--- src/rtl/xgmii_link_fault_pkg.sv ---
// Shared types and XGMII constants for the link fault monitor.
package xgmii_link_fault_pkg;

  typedef enum logic [1:0] {
    LINK_OK           = 2'b00,
    LINK_LOCAL_FAULT  = 2'b01,
    LINK_REMOTE_FAULT = 2'b10
  } link_fault_t;

  typedef enum logic [1:0] {
    COL_OTHER,
    COL_LF,
    COL_RF
  } column_kind_t;

  localparam logic [31:0] XGMII_IDLE_WORD = 32'h07070707;
  localparam logic [31:0] XGMII_LF_WORD   = 32'h0100009C;
  localparam logic [31:0] XGMII_RF_WORD   = 32'h0200009C;
  localparam logic [3:0]  XGMII_SEQ_CTRL  = 4'b0001;

  localparam logic [63:0] XGMII_IDLE_BUS  = {XGMII_IDLE_WORD, XGMII_IDLE_WORD};
  localparam logic [7:0]  XGMII_IDLE_CTRL = 8'hFF;
  localparam logic [63:0] XGMII_RF_BUS    = {XGMII_RF_WORD, XGMII_RF_WORD};
  localparam logic [7:0]  XGMII_RF_CTRL   = {XGMII_SEQ_CTRL, XGMII_SEQ_CTRL};

  // Fault status a completed sequence of this column kind declares.
  function automatic link_fault_t kind_to_fault(input column_kind_t kind);
    case (kind)
      COL_LF:  return LINK_LOCAL_FAULT;
      COL_RF:  return LINK_REMOTE_FAULT;
      default: return LINK_OK;
    endcase
  endfunction

endpackage

--- src/rtl/xgmii_column_classifier.sv ---
// Classifies one 32-bit XGMII column as local fault, remote fault or other.
module xgmii_column_classifier
  import xgmii_link_fault_pkg::*;
(
  input  logic [31:0]  word,
  input  logic [3:0]   ctrl,
  output column_kind_t kind
);

  // Only a sequence ordered set in lane 0 with the exact fault code counts.
  always_comb begin
    kind = COL_OTHER;
    if (ctrl == XGMII_SEQ_CTRL) begin
      if (word == XGMII_LF_WORD)      kind = COL_LF;
      else if (word == XGMII_RF_WORD) kind = COL_RF;
    end
  end

endmodule

--- src/rtl/xgmii_link_fault_monitor.sv ---
// RS link fault monitor on the 64-bit XGMII bus: detects LF/RF ordered sets
// on RX, reports link status, and replaces the core's TX stream while faulted.
// Optional fault statistics counters: define XGMII_LINK_FAULT_STATS_EN.
module xgmii_link_fault_monitor
  import xgmii_link_fault_pkg::*;
#(
  parameter int P_FAULT_SEQ_THRESHOLD = 4,
  parameter int P_COL_WINDOW          = 128
) (
  input  logic        i_clock,
  input  logic        i_reset_n,
  input  logic [63:0] i_xgmii_rx_data,
  input  logic [7:0]  i_xgmii_rx_control,
  output logic [63:0] o_xgmii_rx_data,
  output logic [7:0]  o_xgmii_rx_control,
  input  logic [63:0] i_xgmii_tx_data,
  input  logic [7:0]  i_xgmii_tx_control,
  output logic [63:0] o_xgmii_tx_data,
  output logic [7:0]  o_xgmii_tx_control,
  output logic [1:0]  o_link_fault,
  output logic        o_link_up,
  output logic [15:0] o_local_fault_count,
  output logic [15:0] o_remote_fault_count
);

  localparam int CW = $clog2(P_COL_WINDOW + 1);
  localparam logic [CW-1:0] THRESH = CW'(P_FAULT_SEQ_THRESHOLD);
  localparam logic [CW-1:0] WINDOW = CW'(P_COL_WINDOW);

  column_kind_t  kind [2];
  column_kind_t  seq_type, seq_type_n;
  logic [CW-1:0] seq_cnt, seq_cnt_n;
  logic [CW-1:0] col_cnt, col_cnt_n;
  link_fault_t   link_fault, link_fault_n;
  logic          init_done, init_done_n;

  for (genvar c = 0; c < 2; c++) begin : g_col
    xgmii_column_classifier u_cls (
      .word (i_xgmii_rx_data[32*c +: 32]),
      .ctrl (i_xgmii_rx_control[4*c +: 4]),
      .kind (kind[c])
    );
  end

  // Walk column0 then column1 through the sequence/window state machine.
  always_comb begin
    seq_type_n   = seq_type;
    seq_cnt_n    = seq_cnt;
    col_cnt_n    = col_cnt;
    link_fault_n = link_fault;
    init_done_n  = init_done;
    for (int c = 0; c < 2; c++) begin
      if (kind[c] != COL_OTHER) begin
        if (kind[c] == seq_type_n) begin
          if (seq_cnt_n < THRESH) seq_cnt_n = seq_cnt_n + 1'b1;
        end else begin
          // A different fault type restarts the sequence from one.
          seq_type_n = kind[c];
          seq_cnt_n  = CW'(1);
        end
        col_cnt_n = '0;
        if (seq_cnt_n == THRESH) link_fault_n = kind_to_fault(kind[c]);
      end else begin
        col_cnt_n = col_cnt_n + 1'b1;
        if (col_cnt_n == WINDOW) begin
          seq_type_n   = COL_OTHER;
          seq_cnt_n    = '0;
          col_cnt_n    = '0;
          link_fault_n = LINK_OK;
          init_done_n  = 1'b1;
        end
      end
    end
  end

  // Monitor state plus registered RX/TX datapaths and link status.
  always_ff @(posedge i_clock) begin
    if (!i_reset_n) begin
      seq_type           <= COL_OTHER;
      seq_cnt            <= '0;
      col_cnt            <= '0;
      link_fault         <= LINK_OK;
      init_done          <= 1'b0;
      o_link_up          <= 1'b0;
      o_xgmii_rx_data    <= XGMII_IDLE_BUS;
      o_xgmii_rx_control <= XGMII_IDLE_CTRL;
      o_xgmii_tx_data    <= XGMII_IDLE_BUS;
      o_xgmii_tx_control <= XGMII_IDLE_CTRL;
    end else begin
      seq_type   <= seq_type_n;
      seq_cnt    <= seq_cnt_n;
      col_cnt    <= col_cnt_n;
      link_fault <= link_fault_n;
      init_done  <= init_done_n;
      o_link_up  <= (link_fault_n == LINK_OK) && init_done_n;
      // Hide fault ordered sets from the core while any fault is pending.
      if (link_fault_n != LINK_OK) begin
        o_xgmii_rx_data    <= XGMII_IDLE_BUS;
        o_xgmii_rx_control <= XGMII_IDLE_CTRL;
      end else begin
        o_xgmii_rx_data    <= i_xgmii_rx_data;
        o_xgmii_rx_control <= i_xgmii_rx_control;
      end
      // TX override switches immediately, truncating any frame in flight.
      case (link_fault)
        LINK_OK: begin
          o_xgmii_tx_data    <= i_xgmii_tx_data;
          o_xgmii_tx_control <= i_xgmii_tx_control;
        end
        LINK_LOCAL_FAULT: begin
          o_xgmii_tx_data    <= XGMII_RF_BUS;
          o_xgmii_tx_control <= XGMII_RF_CTRL;
        end
        default: begin
          o_xgmii_tx_data    <= XGMII_IDLE_BUS;
          o_xgmii_tx_control <= XGMII_IDLE_CTRL;
        end
      endcase
    end
  end

  assign o_link_fault = link_fault;

`ifdef XGMII_LINK_FAULT_STATS_EN
  logic [15:0] lf_count, rf_count;

  // Count entries into each fault state, saturating at all-ones.
  always_ff @(posedge i_clock) begin
    if (!i_reset_n) begin
      lf_count <= '0;
      rf_count <= '0;
    end else begin
      if (link_fault_n == LINK_LOCAL_FAULT && link_fault != LINK_LOCAL_FAULT &&
          lf_count != 16'hFFFF)
        lf_count <= lf_count + 16'd1;
      if (link_fault_n == LINK_REMOTE_FAULT && link_fault != LINK_REMOTE_FAULT &&
          rf_count != 16'hFFFF)
        rf_count <= rf_count + 16'd1;
    end
  end

  assign o_local_fault_count  = lf_count;
  assign o_remote_fault_count = rf_count;
`else
  assign o_local_fault_count  = 16'h0000;
  assign o_remote_fault_count = 16'h0000;
`endif

endmodule

--- config.mk ---
export PLATFORM = sky130hd
export DESIGN_NAME = xgmii_link_fault_monitor
export DESIGN_NICKNAME = d
export VERILOG_FILES = /design/src/rtl/xgmii_link_fault_pkg.sv /design/src/rtl/xgmii_column_classifier.sv /design/src/rtl/xgmii_link_fault_monitor.sv
export SDC_FILE = /design/constraint.sdc
export NUM_CORES = 1
export LEC_CHECK = 0
export CAP_MARGIN = 15
export CORE_MARGIN = 2
export CORE_UTILIZATION = 43
export CTS_BUF_LIST = sky130_fd_sc_hd__clkbuf_4 sky130_fd_sc_hd__clkbuf_8 sky130_fd_sc_hd__clkbuf_16
export CTS_CLUSTER_DIAMETER = 100
export CTS_CLUSTER_SIZE = 20
export DETAILED_ROUTE_END_ITERATION = 6
export MAX_ROUTING_LAYER = met4
export PLACE_DENSITY = 0.95
export RECOVER_POWER = 100
export SLEW_MARGIN = 0
export SYNTH_ARGS = -nofsm -noshare
export SYNTH_HDL_FRONTEND = slang
export SYNTH_HIERARCHICAL = 1
export SYNTH_SLANG_ARGS = --single-unit
--- constraint.sdc ---
create_clock -name i_clock -period 10.3 [get_ports i_clock]
set_input_delay 1.03 -clock i_clock [delete_from_list [all_inputs] [get_ports i_clock]]
set_output_delay 1.03 -clock i_clock [all_outputs]
set_load 0.02 [all_outputs]
[After elaboration in Yosys (flattened, before gate mapping)]
Index checks and enable logic that the tools add are counted.
Word-level totals
  output and inout port bits: 179
  register bits: 166
Operators by class
  order comparisons: 2
  reductions and logical operators: 8
  muxes and demuxes: 38
  add/sub/neg operators: 4
  bitwise operators: 1
  equal/unequal tests: 17
Operators with widths (count)
  case mux 64 bit (2 select lines): 1
  two-way mux 8 bit: 12
  equality test 32 x 25 -> 1 bit (second input constant): 2
  equality test 32 x 26 -> 1 bit (second input constant): 2
  two-way mux 2 bit: 18
  adder 8 x 1 -> 8 bit (second input constant): 4
  equality test 8 x 3 -> 1 bit (second input constant): 2
  equality test 8 bit (second input constant): 2
  less-than comparator 8 x 3 -> 1 bit (second input constant): 2
  case mux 8 bit (2 select lines): 1
  equality test 4 x 1 -> 1 bit (second input constant): 2
  case mux 2 bit (2 select lines): 2
  equality test 2 x 1 -> 1 bit (second input constant): 3
  nonzero test 2 bit: 3
  equality test 2 bit: 2
  equality test 2 bit (second input constant): 2
  zero test 2 bit: 2
  two-way mux 1 bit: 4
  OR reduction 3 bit: 1
  OR reduction 2 bit: 1
  logical AND 1 bit: 1
  NOT 1 bit: 1

[Logic depth before layout (Yosys ltp)]
  word-level depth: 17
  depth in mapped cells: 17
  depth with buffers taken out: 13

[Hierarchy]
Netlist, hierarchy kept.
By module, submodules not included
  xgmii_link_fault_monitor: cells each 638, seq. area each 3323.2 um2, area each 6150.9 um2, times used 1
  xgmii_column_classifier: cells each 16, seq. area each 0.0 um2, area each 123.9 um2, times used 2

[Least setup slack after synthesis]
OpenSTA, ideal clock, no wires.
  kind: input to register
  start: input port i_xgmii_rx_data[12]
  end: register o_xgmii_rx_control[2]
  arrival time: 4036 ps
  setup slack: 6144 ps
  stages: 17
  data required time: 10180 ps
  cell sequence: nor4b_2 nand3_1 nor4_1 clkbuf_1 nor2_1 nand2b_1 nor2_1 ha_1 o21ai_1 xor2_1 o311ai_1 or3_1 clkbuf_1 o32a_1 buf_6 buf_6 a211o_1
RTL lines
  start, declared: RTL line xgmii_link_fault_monitor.sv:12  | input logic [63:0] i_xgmii_rx_data,
  end signal, assigned: RTL line xgmii_link_fault_monitor.sv:102  | o_xgmii_rx_control <= i_xgmii_rx_control;
  end, declared: RTL line xgmii_link_fault_monitor.sv:15  | output logic [7:0] o_xgmii_rx_control,

==> results.toml <==
[layout]
fin_area_sq_mm = 0.009882
drive_gt1_share_pct = 5.846
area_growth_pct = 54.44
fin_util_pct = 67.99
nets = 1095
n_fill_cell = 1023
fin_cells = 1142
seq_area_sq_mm = 0.003323
layout_commonest_cell = "dfxtp_1"
antenna_cells = 0
multi_input_area_sq_mm = 0.002600
final_cell_mix = "dfxtp_1, dlygate4sd3_1, clkdlybuf4s50_1"

[clocking]
ctsHtreeMaxLevel = 4
ctsHoldBuffers = 0
clk_pin_slew_worst_paths_ns = 0.07
cts_resized = 0
cts_setup_buffers = 0
cts_tree = "yes"
clock_sinks = 166
cts_buffer_depth = 2
cts_buffers = 17
root_buffer = "clkbuf_16"
clk_latency_ns = 0.42

[global_route]
grt_usage_pct = 28.04
antenna_found_initial = 0
grt_pass1_vias = 5902
grt_first_pass_wirelength_microns = 33340
grt_max_degree = 73
overflow = 0

[setup_path]
critPathBufInv = 3
worstPathCellList = "dlygate4sd3_1, nor4_1, nand4_1, nor4_1, clkbuf_1, xor2_1, o22ai_1, o21bai_1, nor3b_1, a22oi_1, o31ai_4, clkbuf_1, a21oi_1"
critPathSlowestCell = "clkbuf_1"
crit_fanout = 72
cp_top_family = "buffers and inverters"
critPathMaxStageDelay_ns = 2.20
cp-start-kind = "input pin"
arrival_ns = 7.70
endpoint_kind = "register"
worstPathRequired_ns = 10.47
crit_type = "input pin to register"

[sta]
finalSetupViolations = 0
hold_viol = 0
maxSlewViolCount = 155
rsz0062_at_grt = "false"
max_freq_mhz = 132.9
fin_tns_setup_ns = 0
finClkSkew_ns = 0.009353
worstMarginPinSlew_ns = 3.109
relSlewSlack_pct = -107.3
min_period_ns = 7.525
min_period_over_period_pct = 73.05

[floorplanning]
io_pins = 325
die_area_sq_mm = 0.01587
dieHeight_microns = 126.0
die_x_microns = 126.0
core-area_sq_mm = 0.01453
num_rows = 44
start_util_pct = 44.03

[route]
drt-total-wl_microns = 22190
drc = 0
detail_route.iter0.violations = 540
via_count = 6011
via_per_inst = 5.264
wl_per_cell_microns = 19.43
firstDrtPassIters = 5
ant_nets = 0

[place]
port_buffers = 292
dp.cells = 1109
hpwlAfterDp_microns = 16060
placed_cell_area_sq_mm = 0.009283
routabilityCongestion = 0.9359

[logic_synthesis]
synthTopCellsByArea = "dfxtp_1, a211o_1, a21oi_1"
avgSynthCellArea_sq_um = 9.550
synth_top_area_share_pct = 51.94
ys_ff_latch = 166
synth_ff_type = "dfxtp_1"
ys_types = 62
synthArstFlopShare_pct = 0
seq_area_frac_synth_pct = 51.94
yosys.area.top_type = "dfxtp_1"
syn_area_sq_mm = 0.006399
synth_edf_count = 0
synthCells = 670
yosysWarningCount = 6

[status]
outcome = "finished, violations left"
violations = "capacitance limit, slew limit"

[pwr]
power_leakage_nw = 4.133
power_density_mw_per_mm2 = 158.3
vdd_drop_max_mv = 0.1258

[worst_hold_path]
hp-class = "register to register"

[flow_run]
cap_violations = 3
path summary, 6_finish.rpt:
path | to | depth (start not counted) | slack [ns] | from
worst min register to register | seq_cnt[4] | 1 | 0.49 | seq_cnt[4]
worst max register to register | o_xgmii_rx_data[29] | 10 | 4.97 | col_cnt[3]
worst max-delay path | o_xgmii_rx_data[29] | 13 | 2.78 | i_xgmii_rx_data[17]
worst min-delay path | seq_cnt[4] | 1 | 0.49 | seq_cnt[4]
registers in the layout (all words and copies together), names as in the netlist:
name,cells
init_done,1
seq_cnt,8
o_link_up,1
o_xgmii_rx_control,8
o_link_fault,2
o_xgmii_tx_data,64
col_cnt,8
o_xgmii_rx_data,64
o_xgmii_tx_control,8
seq_type,2
layout make-up:
class,instances,area share (%)
Clock inverter,14,1.912
Timing Repair Buffer,302,30.11
Multi-Input combinational cell,423,26.31
Inverter,35,1.329
Sequential cell,166,33.63
Clock buffer,18,4.381
Tap cell,184,2.330
routing by layer:
| layer | vias up | GRT usage [%] | wire, microns |
|---|---|---|---|
| met5 | - | - | 0 |
| met4 | 0 | 12.15 | 852 |
| li1 | 2792 | - | - |
| met2 | 341 | 48.13 | 11280 |
| met1 | 2819 | 30.26 | 8096 |
| met3 | 59 | 7.986 | 1955 |
synthesized netlist by cell type, drive strengths merged, types with 3 or more instances:
cell type  instances
mux2i              5
clkbuf            24
and3               7
o31a               5
xor2               5
nand2b            14
nand4              3
nor2              22
or2                3
a31oi              4
dfxtp            166
and2              38
o31ai              3
nor3              12
xnor2              9
nor2b              4
o21a               9
a21oi             51
a211o             32
nand2             61
nor4b              6
nor4              15
inv               35
o21ai             34
ha                 4
buf               53
nand3b             4
nand3              8
or3                3
per-stage QoR:
stage,worst slack [ns],hold slack [ns],total power [mW]
2_1_floorplan,6.144,0.4535,0.7917
3_3_place_gp,4.540,0.4685,0.9123
3_5_place_dp,4.307,0.4796,0.9172
4_1_cts,4.643,0.4913,1.585
5_1_grt,2.201,0.5211,1.613
6_report,2.775,0.4943,1.564
cells by family after synthesis:
| kind of cell | Yosys count | share of synthesized area [%] |
|---|---|---|
| XOR/XNOR | 14 | 1.916 |
| AND/OR/NAND/NOR | 207 | 18.26 |
| adder cells (fa/ha/maj) | 4 | 0.7822 |
| AO/OA/AOI/OAI | 161 | 16.93 |
| multiplexers | 5 | 0.7822 |
| buffers and inverters | 112 | 9.327 |
| flip-flops | 166 | 51.94 |
| other | 1 | 0.05861 |
worst register-to-register path: cells and delay by family, from the launching register on:
kind            cells  cell delay, ns
compound gates      5            1.33
buf+inv             2            2.45
flops               1            0.57
mux                 1            0.13
simple gates        2            0.61
report_power, final:
part	leakage, nW	internal (mW)	switching (mW)
combinational	2.45	0.105	0.105
clock	0.304	0.392	0.278
sequential	1.38	0.673	0.0105
Note: power is estimated with default switching activity, not from simulation.
